### src/rtl/operand_entry.sv
// Debounced five-button signed decimal operand entry with cursor and saturating digit steps.
// Optional hold-to-repeat on U/D is enabled by defining AUTOREPEAT_EN.
module operand_entry #(
    parameter int NUM_OPERANDS = 2,
    parameter int NUM_DIGITS   = 4,
    parameter int WIDTH        = 16,
    parameter int DEB_CYCLES   = 1000000
) (
    input  logic                                                    clk,
    input  logic                                                    reset,
    input  logic                                                    en,
    input  logic                                                    bt_C,
    input  logic                                                    bt_U,
    input  logic                                                    bt_D,
    input  logic                                                    bt_L,
    input  logic                                                    bt_R,
    input  logic                                                    clear,
    output logic [NUM_OPERANDS*WIDTH-1:0]                           operands,
    output logic [(NUM_OPERANDS > 1 ? $clog2(NUM_OPERANDS) : 1)-1:0] sel,
    output logic [(NUM_DIGITS > 1 ? $clog2(NUM_DIGITS) : 1)-1:0]     cursor,
    output logic                                                    done
);
    localparam int SW = (NUM_OPERANDS > 1) ? $clog2(NUM_OPERANDS) : 1;
    localparam int CW = (NUM_DIGITS > 1) ? $clog2(NUM_DIGITS) : 1;
    localparam int TW = (DEB_CYCLES > 1) ? $clog2(DEB_CYCLES) : 1;
    localparam int BC = 0, BU = 1, BD = 2, BL = 3, BR = 4;

    function automatic longint pow10(input int unsigned n);
        longint r;
        r = 1;
        for (int unsigned i = 0; i < n; i++) r = r * 10;
        return r;
    endfunction

    localparam longint MAXV = pow10(NUM_DIGITS) - 1;
    localparam logic signed [WIDTH:0] MAX_X = (WIDTH+1)'(MAXV);
    localparam logic signed [WIDTH:0] MIN_X = -MAX_X;

    if (MAXV > (longint'(1) << (WIDTH - 1)) - 1) begin : g_width_check
        $error("operand_entry: WIDTH cannot hold +/-(10^NUM_DIGITS - 1)");
    end

`ifdef AUTOREPEAT_EN
    typedef enum logic [1:0] {IDLE, EDIT, HOLD} state_t;
`else
    typedef enum logic [1:0] {IDLE, EDIT} state_t;
`endif

    state_t                  state_q, state_d;
    logic [4:0]              raw, sync1_q, sync2_q, stable_q, stable_prev_q, press;
    logic [TW-1:0]           tick_cnt_q;
    logic                    tick;
    logic [SW-1:0]           sel_q, sel_d;
    logic [CW-1:0]           cursor_q, cursor_d;
    logic                    done_q, done_d;
    logic signed [WIDTH-1:0] opnd_q [NUM_OPERANDS];
    logic signed [WIDTH-1:0] opnd_d [NUM_OPERANDS];
    logic signed [WIDTH-1:0] cur_v;
    logic signed [WIDTH:0]   step_x, sum_x, dif_x, up_x, dn_x;
    logic                    other_evt, ud_press, rep_up, rep_dn;

    assign raw       = {bt_R, bt_L, bt_D, bt_U, bt_C};
    assign tick      = (tick_cnt_q == TW'(DEB_CYCLES - 1));
    assign press     = stable_q & ~stable_prev_q;
    assign other_evt = clear | press[BC] | press[BL] | press[BR];
    assign ud_press  = press[BU] | press[BD];

    always_ff @(posedge clk) begin
        if (reset) begin
            sync1_q       <= '0;
            sync2_q       <= '0;
            stable_q      <= '0;
            stable_prev_q <= '0;
            tick_cnt_q    <= '0;
        end else begin
            sync1_q       <= raw;
            sync2_q       <= sync1_q;
            stable_prev_q <= stable_q;
            tick_cnt_q    <= tick ? '0 : tick_cnt_q + 1'b1;
            if (tick) stable_q <= sync2_q;
        end
    end

    // Step ROM: 10^cursor, sign-extended one bit wider so saturation sees the overflow.
    always_comb begin
        step_x = '0;
        for (int unsigned i = 0; i < NUM_DIGITS; i++)
            if (cursor_q == CW'(i)) step_x = (WIDTH+1)'(pow10(i));
        cur_v = opnd_q[sel_q];
        sum_x = {cur_v[WIDTH-1], cur_v} + step_x;
        dif_x = {cur_v[WIDTH-1], cur_v} - step_x;
        up_x  = (sum_x > MAX_X) ? MAX_X : sum_x;
        dn_x  = (dif_x < MIN_X) ? MIN_X : dif_x;
    end

`ifdef AUTOREPEAT_EN
    logic [5:0] hold_cnt_q, hold_cnt_d;
    logic       hold_up_q, hold_up_d, held_stable, rep_fire;

    // First repeat after 50 ticks of hold, then every 10 ticks (counter reloads to 40).
    always_comb begin
        held_stable = hold_up_q ? stable_q[BU] : stable_q[BD];
        rep_fire    = (state_q == HOLD) && tick && (hold_cnt_q == 6'd49) && held_stable
                      && !other_evt && !ud_press;
        rep_up      = rep_fire & hold_up_q;
        rep_dn      = rep_fire & ~hold_up_q;
        hold_cnt_d  = hold_cnt_q;
        hold_up_d   = hold_up_q;
        if (state_q == EDIT && ud_press && !other_evt) begin
            hold_cnt_d = '0;
            hold_up_d  = press[BU];
        end else if (state_q == HOLD && tick) begin
            hold_cnt_d = (hold_cnt_q == 6'd49) ? 6'd40 : hold_cnt_q + 1'b1;
        end
    end

    always_ff @(posedge clk) begin
        if (reset) begin
            hold_cnt_q <= '0;
            hold_up_q  <= 1'b0;
        end else begin
            hold_cnt_q <= hold_cnt_d;
            hold_up_q  <= hold_up_d;
        end
    end
`else
    assign rep_up = 1'b0;
    assign rep_dn = 1'b0;
`endif

    always_comb begin
        state_d  = state_q;
        sel_d    = sel_q;
        cursor_d = cursor_q;
        done_d   = 1'b0;
        opnd_d   = opnd_q;
        if (state_q != IDLE) begin
            if (clear) begin
                opnd_d[sel_q] = '0;
            end else if (press[BC]) begin
                cursor_d = '0;
                if (sel_q == SW'(NUM_OPERANDS - 1)) begin
                    sel_d  = '0;
                    done_d = 1'b1;
                end else begin
                    sel_d = sel_q + 1'b1;
                end
            end else if (press[BL]) begin
                cursor_d = (cursor_q == CW'(NUM_DIGITS - 1)) ? '0 : cursor_q + 1'b1;
            end else if (press[BR]) begin
                cursor_d = (cursor_q == '0) ? CW'(NUM_DIGITS - 1) : cursor_q - 1'b1;
            end else if (press[BU] || rep_up) begin
                opnd_d[sel_q] = up_x[WIDTH-1:0];
            end else if (press[BD] || rep_dn) begin
                opnd_d[sel_q] = dn_x[WIDTH-1:0];
            end
        end
        case (state_q)
            IDLE: if (en) state_d = EDIT;
            EDIT: begin
                if (!en) state_d = IDLE;
`ifdef AUTOREPEAT_EN
                else if (ud_press && !other_evt) state_d = HOLD;
`endif
            end
`ifdef AUTOREPEAT_EN
            HOLD: begin
                if (!en) state_d = IDLE;
                else if (other_evt || ud_press || !held_stable) state_d = EDIT;
            end
`endif
            default: state_d = IDLE;
        endcase
    end

    always_ff @(posedge clk) begin
        if (reset) begin
            state_q  <= IDLE;
            sel_q    <= '0;
            cursor_q <= '0;
            done_q   <= 1'b0;
            opnd_q   <= '{default: '0};
        end else begin
            state_q  <= state_d;
            sel_q    <= sel_d;
            cursor_q <= cursor_d;
            done_q   <= done_d;
            opnd_q   <= opnd_d;
        end
    end

    always_comb begin
        for (int unsigned i = 0; i < NUM_OPERANDS; i++)
            operands[i*WIDTH +: WIDTH] = opnd_q[i];
    end

    assign sel    = sel_q;
    assign cursor = cursor_q;
    assign done   = done_q;
endmodule

### config.mk
export PLATFORM = sky130hd
export DESIGN_NAME = operand_entry
export DESIGN_NICKNAME = d
export VERILOG_FILES = /design/src/rtl/operand_entry.sv
export SDC_FILE = /design/constraint.sdc
export NUM_CORES = 1
export LEC_CHECK = 0
export ABC_AREA = 1
export BUFFER_PORTS_ARGS = -buffer_cell sky130_fd_sc_hd__buf_2
export CORE_ASPECT_RATIO = 2
export CORE_MARGIN = 8
export CORE_UTILIZATION = 54
export DETAILED_ROUTE_END_ITERATION = 7
export PLACE_DENSITY = 0.82
export SLEW_MARGIN = 10
export SYNTH_ARGS = -nofsm -noshare
export SYNTH_HDL_FRONTEND = slang
export SYNTH_SLANG_ARGS = --single-unit
### constraint.sdc
create_clock -name clk -period 3.4 [get_ports clk]
set_clock_uncertainty 0.2 [all_clocks]
set_input_delay 0.34 -clock clk [delete_from_list [all_inputs] [get_ports clk]]
set_output_delay 0.34 -clock clk [all_outputs]
set_load 0.03 [all_outputs]
==> key figures, run 1 <==
Logic synthesis
  – Synth Area in Compound Gates: 0.115
  – Post-synthesis async set-or-reset flop share: 0
  – Post-Synth XOR/XNOR Area: 0.0232
  – Yosys reg bits: 77
  – Post-synth top area share: 0.314
  – Synth unique cells: 43
  – Largest area contributor in the netlist: dfxtp_1
  – Mux cell area share after synthesis: 0.00204
  – Top cells by area, synth: dfxtp_1 31%, nand2_1 17%, inv_1 7.0%, a21oi_1 6.9%, nor2_1 6.9%
  – Main combinational cell family by area after synthesis: simple AND/OR/NAND/NOR gates
  – Register area share after synthesis: 0.314
  – Post-synth top flop: dfxtp_1
  – Most instantiated library cell after synthesis: nand2_1
  – Post-synth net total: between 800 and 900
  – Post-Syn Instances: around 770
  – Syn. warnings: 0
  – Mean Syn Cell Area: ~6.4 µm²
  – Post-Synth Adder-Cell Area: 0.0719
  – Most common library cells after synthesis: 220 x nand2_1, 91 x inv_1, 90 x nor2_1
  – Simple-gate share of the synthesized area: 0.374
  – Post-synth EDFFs: 0
  – Post-Syn Area: between 4000 and 5000 µm²

Clocking
  – Clock buffer depth: 2
  – TritonCTS buffer count: 9
  – Clk_lat worst skew: between 300 and 400 ps
  – H-tree levels: 3
  – Clock sinks: slightly below 80
  – CTS root buffer: clkbuf_16
  – Hold_buf cts: 0
  – CTS clock-pin slew for the worst setup and hold paths: about 60 ps
  – CTS tree: done

Pwr
  – Max VDD drop: 0.000466 V
  – LEAKAGE: roughly 2.9 nW
  – Pwr Density: between 400 and 500 nW/µm²

Detailed routing
  – Drt first-iter violations: between 400 and 500
  – DRT antenna net count: 0
  – Vias per inst: 5.80
  – Via count: 5,544
  – Remaining DRCs: 0
  – Pre-antenna DRT Iters: 6
  – Final WL: about 16,000 µm
  – Routed len/inst: roughly 17 µm

Setup path
  – CP startpoint kind: flip-flop
  – Worst path required time: roughly 3500 ps
  – CP bufs+invs: 4
  – CP top delay family: simple AND/OR/NAND/NOR gates
  – CP max-delay cell: dfxtp_4
  – Data arrival time of the critical path: about 3500 ps
  – FF-to-FF setup slack: -20 ps
  – Crit-path max cell delay: approximately 400 ps
  – Crit end category: flip-flop
  – Max FO, Critical Path: 9
  – Crit-path most repeated cell: nand2_2
  – Crit path kind: flip-flop to flip-flop

GRT
  – GRT Total Usage: 0.218
  – Initial antenna violation count: 0
  – Gr ovfl total: 0
  – Largest net degree at the start of global routing: 56
  – First-pass GRT wire length: around 23,000 µm
  – Vias in the first global route: between 5,000 and 6,000

Timing
  – Tmin final: 3420 ps
  – Max transition margin: 0.563
  – Achievable Freq: 0.293 GHz
  – Worst setup margin: -17.7 ps
  – Hold Violations, Final: 0
  – Fin crit share: 1.01
  – Slew Limit Fails: 0
  – Final setup fails: 5
  – Worst-margin pin slew: about 650 ps

Finish
  – Fin util: 0.702
  – Number of filler cells placed in the layout: 659
  – Final nets: slightly below 900
  – Number of inserted diodes: 0
  – Reg area: roughly 1500 µm²
  – Design Area, Final: 6240 µm²
  – Share of cells above drive strength 1: 0.263
  – Layout area overhead: 27.2%
  – Area of the multi-input gates: 3250 µm²

Floorplanning
  – Row cnt: between 40 and 50
  – Die area: between 10,000 and 15,000 µm²
  – Die H: between 150 and 200 µm
  – Core Region: ~9000 µm²
  – Initial core utilization: 0.552
  – IO Count: 45
  – Die width: ~83 µm

Hold path
  – HP Class: primary input to flip-flop

Placement
  – Placer Congestion: just under 1
  – HPWL Detailed: around 11,000 µm
  – Dpl cell area: between 5000 and 6000 µm²
  – PortBufs: 44

Flow run
  – Total of max-cap violations: 0

Status
  – Status: finished with violations
  – Failing checks: setup timing
-- power by group --
group / leakage [nW] / total (mW) / internal, mW / switching [mW]
clock network: 0.132 / 0.938 / 0.570 / 0.368
registers: 0.626 / 0.935 / 0.921 / 0.0142
logic: 2.11 / 0.975 / 0.400 / 0.575
total: 2.87 / 2.85 / 1.89 / 0.957
-- cells by family (layout without fill, tap and decap cells) --
logic type               after synthesis  count (layout)
multiplexers                           1               1
AO/OA/AOI/OAI                        100             100
XOR/XNOR                              13              13
adder cells (fa/ha/maj)               27              27
buffers and inverters                118             207
AND/OR/NAND/NOR                      429             429
flip-flops                            77              77
-- final cells by class --
class / instances / share of cell area
clock inverters: 5 / 0.00982
clock buffers: 11 / 0.0373
repair buffers: 96 / 0.107
flip-flops and latches: 77 / 0.248
inverters: 95 / 0.0571
multi-input cells: 570 / 0.521
well taps: 102 / 0.0204
-- metal layers --
layer / vias to the layer above / wire length, µm / GRT usage
li1: 2585 / - / -
met1: 2574 / 5410 / 0.203
met2: 303 / 8330 / 0.413
met3: 82 / 1060 / 0.0350
met4: 0 / 1010 / 0.165
met5: - / 0 / 0
-- worst paths after layout --
kind	startpoint	to	cells past startpoint
setup reg to reg	sel	operands[18]	25
hold / removal	bt_C	sync1_q[0]	3
hold reg to reg	sync1_q[4]	sync2_q[4]	2
setup / recovery	sel	operands[18]	25
-- what timing repair did --
action,4_1_cts,5_1_grt
buffers inserted,0,12
gates resized for setup,5,92
pin swaps,0,31
cloned,0,3
endpoints found under the setup margin,22,32
-- stage by stage --
stage                     cells  hold WS (ps)  power (mW)  setup slack (ps)  setup TNS (ps)
final                       956          7.77        2.85             -17.7           -41.4
after global routing        956          7.37        2.94              -193           -3860
after CTS                   941          7.12        2.54              20.1               0
after detailed placement    925           196        1.61             -37.4            -326
after global placement      925           190        1.59              44.1               0
after floorplan             765           188        1.42              25.1               0
-- cells in the final DEF (no fill, tap or decap), types with 7 or more instances in the layout --
cell       count
o21ai_0        7
ha_4           9
nand2_1      196
a21oi_2       16
inv_1         85
nand3_2       10
clkbuf_16     11
buf_4         47
ha_1          13
a211oi_1       7
buf_2         44
nor2_1        87
dfxtp_1       74
nor3_1        10
inv_2          7
nand2_2       41
a21oi_1       54
xor2_1        10
nand3_1       55
-- flip-flops by register name, indices dropped and copies added (netlist names) --
signal and cells:
operands 32, tick_cnt_q 20, stable_prev_q 5, stable_q 5, sync1_q 5, sync2_q 5
cursor 2, done 1, sel 1, state_q 1
-- worst reg2reg max path, stage by stage (launching register included) --
cell      delay, ps
dfxtp_4         400
inv_2            70
or2_2           300
o21ai_4          90
inv_1            70
ha_2            200
inv_2            60
fa_2            200
nand3b_1        120
nand2_2         100
nand2_2          90
nand2_1          80
nand2_2          90
nand2_2         100
nand2_2          90
nand2_1          60
nor2_1          130
nand3_1         110
nand2_1          70
nand2_1          60
nand2_2          90
nand2_4         100
buf_4           180
nand2_2          80
nand3_2          80
a21oi_2         140
Power figures use the tool's default switching activity.
==> run 2: changes to the inputs <==
- CORE_UTILIZATION: 54 -> 56
- CTS_BUF_LIST: default -> sky130_fd_sc_hd__clkbuf_4
- PLACE_DENSITY: 0.82 -> 0.85
==> run 2 against run 1 <==
- the flow now finishes without violations
- final area fell by 6.1%
- non-clock buffer count fell by 6
- sequential power barely moved
- via count fell by 4.7%
- setup slack improved by 160 ps
- highest routed layer unchanged
==> key figures, run 2 (same netlist as run 1, synthesis figures left out) <==
Clocking
  – H-tree levels: 3 (unchanged)
  – Clock buffer depth: 2 (unchanged)
  – Clock sinks: 77 (unchanged)
  – TritonCTS buffer count: 9 (unchanged)
  – CTS clock-pin slew for the worst setup and hold paths: 130 ps (+70 ps)
  – Clk_lat worst skew: 450 ps (+120 ps)
  – CTS root buffer: clkbuf_4
  – CTS tree: done

GRT
  – Initial antenna violation count: 1 (+1)
  – Largest net degree at the start of global routing: 56 (unchanged)
  – GRT Total Usage: 0.235 (+0.0175)
  – First-pass GRT wire length: 22,700 µm (-0.93%)
  – Vias in the first global route: 5,148 (-1.6%)
  – Gr ovfl total: 0 (unchanged)

Detailed routing
  – Vias per inst: 5.57 (-4.0%)
  – Drt first-iter violations: 375 (-20%)
  – Pre-antenna DRT Iters: 5 (-1)
  – Final WL: 14,500 µm (-8.1%)
  – Routed len/inst: 15.3 µm (-7.4%)
  – Via count: 5,282 (-4.7%)
  – Remaining DRCs: 0 (unchanged)
  – DRT antenna net count: 0 (unchanged)

Finish
  – Most frequent cells in the layout: 214 x nand2_1, 86 x inv_1, 86 x nor2_1
  – Share of cells above drive strength 1: 0.208 (-0.0559)
  – Layout area overhead: 19.5%
  – Reg area: 1550 µm² (+0.32%)
  – Area of the multi-input gates: 3050 µm² (-6.2%)
  – Final nets: 879 (-0.68%)
  – Non-filler cells in the finished layout: 949 (-0.73%)
  – Number of filler cells placed in the layout: 721 (+9.4%)
  – Largest register FFs: 32 (unchanged)
  – Commonest non-fill, non-tap cell in the layout: nand2_1

Flow run
  – Total of max-cap violations: 0 (unchanged)

Timing
  – RSZ-0062 raised after global routing: true
  – Worst setup margin: 138 ps (+155 ps)
  – Hold Violations, Final: 0 (unchanged)
  – Tmin final: 3260 ps (-155 ps)
  – Min Hold Slack: 15.9 ps (+8.10 ps)
  – Total negative slack: 0 ps (+41.4 ps)
  – Achievable Freq: 0.307 GHz (+4.8%)
  – Slew Limit Fails: 0 (unchanged)
  – Fin crit share: 0.960 (-0.0457)
  – Final setup fails: 0 (-5)
  – Worst-margin pin slew: 634 ps (-20.9 ps)
  – Max transition margin: 0.577 (+0.0139)

Hold path
  – HP Class: primary input to flip-flop
  – Hold Path Depth: 4 (+1)

Pwr
  – P_int: 1.41 mW (-25%)
  – Comb power frac: 0.371 (+0.029)
  – Psw: 0.843 mW (-12%)
  – LEAKAGE: 2.75 nW (-4.0%)
  – Clock network fraction of total power: 0.216 (-0.113)
  – Net Sw Frac: 0.373 (+0.0373)
  – Pwr Density: 385 nW/µm² (-16%)
  – Sequential share of power: 0.413 (+0.085)
  – Max VDD drop: 0.000346 V (-26%)

Floorplanning
  – Initial core utilization: 0.571 (+0.0194)
  – IO Count: 45 (unchanged)
  – Core Region: 8590 µm² (-3.4%)
  – Die area: 12,200 µm² (-3.0%)
  – Die width: 82.2 µm (-1.5%)
  – Row cnt: 48 (-2.0%)
  – Die H: 148 µm (-1.6%)

Setup path
  – Crit path kind: flip-flop to flip-flop
  – Data arrival time of the critical path: 3450 ps (-30 ps)
  – Crit end category: flip-flop
  – Worst path required time: 3590 ps (+130 ps)
  – R2r worst-path depth: 22 (-12%)
  – Max FO, Critical Path: 6 (-3)
  – CP startpoint kind: flip-flop

Placement
  – Pre-CTS WS: -16.9 ps (+20.6 ps)
  – Placer Congestion: 0.970 (-2.2%)
  – PortBufs: 44 (unchanged)
  – Placed Cells: 918 (-0.76%)
  – HPWL Detailed: 10,700 µm (-0.26%)

Status
  – Status: finished, final reports clean
## run 2: power groups by stage
stage               logic, mW  registers (mW)  clock network (mW)
floorplan               0.452           0.972                   0
finish                  0.837           0.933               0.488
global placement        0.635           0.954                   0
detailed placement      0.648           0.955                   0
CTS                     0.656           0.934               0.496
global route            0.901           0.935               0.534
## run 2: final timing paths
| check | start | end | slack [ps] |
|---|---|---|---|
| setup / recovery | cursor[0] | operands[29] | 140 |
| hold / removal | reset | sel | 20 |
| setup reg to reg | cursor[0] | operands[29] | 140 |
| hold reg to reg | sync1_q[1] | sync2_q[1] | 210 |
## run 2: area by class of cell
cell class | instances | share of cell area
Timing Repair Buffer | 90 | 0.112
Clock inverter | 7 | 0.00875
Multi-Input combinational cell | 570 | 0.520
Inverter | 95 | 0.0608
Sequential cell | 77 | 0.265
Clock buffer | 9 | 0.0115
Tap cell | 100 | 0.0213
Antenna cell | 1 | 0.000427
## run 2: what timing repair did
action	in CTS	in global routing
gates resized for setup	3	51
setup endpoints to repair	22	32
pin swaps	0	3
buffers inserted	0	6
hold buffers	6	0
cloned	0	2
hold endpoints to repair	6	0
## run 2: routing by layer
metal  track usage  vias up  share of wire
met2         0.424      205           0.52
met5             0        -              0
met4         0.175        0          0.076
li1              -     2583              -
met1         0.218     2414           0.35
met3        0.0459       80          0.050
## run 2: critical path: stages, from the launching register on
cell,delay [ps]
dfxtp_4,390
inv_2,50
ha_1,220
ha_2,210
fa_2,360
nand3b_1,200
nand2_2,130
nand2_2,70
nand2_2,90
nand2_2,80
buf_4,150
nand3_1,60
nand2_1,80
nand3_1,100
nand2_1,50
nand2_1,50
nand2_1,80
nand2_4,120
buf_12,130
nand2_1,50
nand2_1,110
nand3_1,90
a21oi_1,130
## run 2: stage by stage
stage	total power, mW	util	instance area [µm²]
floorplan	1.42	-	4910
global placement	1.59	0.626	5380
detailed placement	1.60	0.626	5380
CTS	2.09	0.648	5560
global route	2.37	0.683	5860
finish	2.26	0.683	5860
==> run 3: changes to the inputs <==
- MAX_ROUTING_LAYER: default -> met4
==> run 3 against run 2 <==
- sequential share of layout area shrank 0.66 points
- die area is the same
- final cell count rose by 0.53%
- final area increased by 2.2%
- critical path depth stayed put
==> key figures, run 3 (same netlist as run 1, synthesis figures left out) <==
GRT
  – Initial antenna violation count: 1 (unchanged)
  – GRT Total Usage: 0.258 (+0.0221)
  – First-pass GRT wire length: 24,300 µm (+7.0%)
  – Largest net degree at the start of global routing: 56 (unchanged)
  – Vias in the first global route: 5,319 (+3.3%)
  – Gr ovfl total: 0 (unchanged)

Finish
  – Most frequent cells in the layout: 206 x nand2_1, 87 x inv_1, 84 x nor2_1
  – Largest register FFs: 32 (unchanged)
  – Reg area: 1550 µm² (-0.32%)
  – Share of cells above drive strength 1: 0.226 (+0.0187)
  – Layout area overhead: 22.1%
  – Final nets: 884 (+0.57%)
  – Commonest non-fill, non-tap cell in the layout: nand2_1
  – Non-filler cells in the finished layout: 954 (+0.53%)
  – Area of the multi-input gates: 3120 µm² (+2.4%)
  – Number of filler cells placed in the layout: 701 (-2.8%)

Clocking
  – H-tree levels: 3 (unchanged)
  – CTS root buffer: clkbuf_4
  – TritonCTS buffer count: 9 (unchanged)
  – CTS clock-pin slew for the worst setup and hold paths: 130 ps (about the same)
  – Clock sinks: 77 (unchanged)
  – CTS tree: done
  – Clk_lat worst skew: 450 ps (about the same)
  – Clock buffer depth: 2 (unchanged)

Timing
  – Worst-margin pin slew: 633 ps (-0.919 ps)
  – Max transition margin: 0.578 (+0.000614)
  – Achievable Freq: 0.306 GHz (-0.12%)
  – Slew Limit Fails: 0 (unchanged)
  – Hold Violations, Final: 0 (unchanged)
  – Final setup fails: 0 (unchanged)
  – Tmin final: 3270 ps (+3.97 ps)
  – Fin crit share: 0.961 (+0.00117)

Pwr
  – Pwr Density: 408 nW/µm² (+5.9%)
  – Max VDD drop: 0.000372 V (+7.4%)
  – Final Power: 2.44 mW (+8.3%)
  – LEAKAGE: 2.79 nW (+1.4%)

Detailed routing
  – Met3 wire len: 622 µm (-14%)
  – Vias per inst: 5.65 (+1.6%)
  – Remaining DRCs: 0 (unchanged)
  – Via count: 5,393 (+2.1%)
  – Pre-antenna DRT Iters: 6 (+1)
  – Final WL: 15,300 µm (+5.2%)
  – Drt first-iter violations: 411 (+9.6%)
  – Routed len/inst: 16.0 µm (+4.7%)
  – Metal1 wirelength: 5440 µm (+6.6%)
  – DRT antenna net count: 0 (unchanged)
  – Met2 WL: 8170 µm (+7.6%)
  – Uppermost routed layer: met4

Setup path
  – Max FO, Critical Path: 9 (+3)
  – Crit path kind: flip-flop to flip-flop
  – R2r worst-path depth: 22 (unchanged)
  – Data arrival time of the critical path: 3390 ps (-60 ps)
  – CP startpoint kind: flip-flop
  – Critical path cell sequence: inv_2 > or2_2 > o21ai_2 > inv_1 > ha_1 > inv_1 > fa_1 > nand3b_1 > nand2_2 > nand2_1 > nand2_1 > nand2_2 > nand2_2 > nand2_1 > xor2_1 > nor2_2 > nand2_2 > nand2_4 > buf_4 > nand2_2 > nand3_1 > a21oi_1
  – FF-to-FF setup slack: 130 ps (about the same)
  – RR Endpoint: operands[29]
  – Crit-path most repeated cell: nand2_2
  – Worst path required time: 3520 ps (-70 ps)
  – R2r startpoint: sel
  – Crit end category: flip-flop
  – CP max-delay cell: dfxtp_4
  – Crit-path max cell delay: 380 ps (about the same)

Status
  – Status: finished, final reports clean

Floorplanning
  – Initial core utilization: 0.571 (unchanged)
  – Die area: 12,200 µm² (unchanged)
  – Row cnt: 48 (unchanged)
  – Die width: 82.2 µm (unchanged)
  – IO Count: 45 (unchanged)
  – Core Region: 8590 µm² (unchanged)
  – Die H: 148 µm (unchanged)

Hold path
  – Worst hold start: clear
  – Hold Path End: sel
  – Hold Path Depth: 4 (unchanged)
  – HP Class: primary input to flip-flop

Placement
  – Placer Congestion: 1.04 (+7.5%)
  – HPWL Detailed: 11,100 µm (+3.8%)
  – Placed Cells: 921 (+0.33%)
  – PortBufs: 44 (unchanged)

Flow run
  – Total of max-cap violations: 0 (unchanged)
==> run 3: changes by cell type in the layout (fill, tap and decap cells not counted), sizes merged <==
cell / before / now
bufinv: 0 / 2
clkbuf: 11 / 13
buf: 82 / 86
dlygate4sd3: 6 / 7
clkinv: 7 / 3
==> run 3: area by class of cell <==
| cell class | count | area share |
|---|---|---|
| multi-input cells | 570 | 0.521 |
| flip-flops and latches | 77 | 0.258 |
| repair buffers | 95 | 0.112 |
| clock inverters | 5 | 0.0140 |
| clock buffers | 11 | 0.0138 |
| diodes | 1 | 0.000418 |
| well taps | 100 | 0.0209 |
| inverters | 95 | 0.0595 |
==> run 3: metal layers <==
metal | vias up | global-route usage
met1 | 2485 | 0.255
met2 | 232 | 0.449
met3 | 89 | 0.0302
met5 | - | -
li1 | 2587 | -
met4 | 0 | 0.168
==> run 3: how the worst max path moves through the flow <==
stage / endpoint / cells after the start / from
after floorplan: operands[22] / 25 / sel
after global placement: operands[15] / 23 / cursor[1]
after detailed placement: operands[2] / 24 / cursor[1]
after CTS: operands[2] / 24 / cursor[0]
after global routing: operands[3] / 25 / sel
final: operands[29] / 22 / sel
==> run 3: report_power, final <==
part           switching (mW)  internal, mW  leakage (nW)
combinational           0.513         0.352          2.08
sequential             0.0136         0.921         0.626
clock                   0.328         0.317        0.0837
==> run 3: through the flow <==
stage,worst slack [ps],cell area (µm²),setup TNS (ps),util,hold slack [ps]
after floorplan,25.1,4910,0,-,188
after global placement,39.4,5400,0,0.629,190
after detailed placement,-77.1,5400,-852,0.629,193
after CTS,16.8,5650,0,0.657,39.5
after global routing,-61.8,5990,-640,0.698,115
final,134,5990,0,0.698,73.1
==> run 3: repair_timing <==
item / CTS / global route
endpoints found under the setup margin: 24 / 32
endpoints found under the hold margin: 8 / 0
resized for setup: 4 / 59
hold buffers: 7 / 0
setup buffers: 0 / 7
pin swaps: 0 / 15
gates cloned: 0 / 2
==> run 3: worst max-delay path, delay by kind of cell (launching register included) <==
kind | cells | cell delay [ps]
AND/OR/NAND/NOR | 13 | 1350
adder cells (fa/ha/maj) | 2 | 540
flip-flops | 1 | 380
buffers and inverters | 4 | 360
XOR/XNOR | 1 | 180
AO/OA/AOI/OAI | 2 | 150
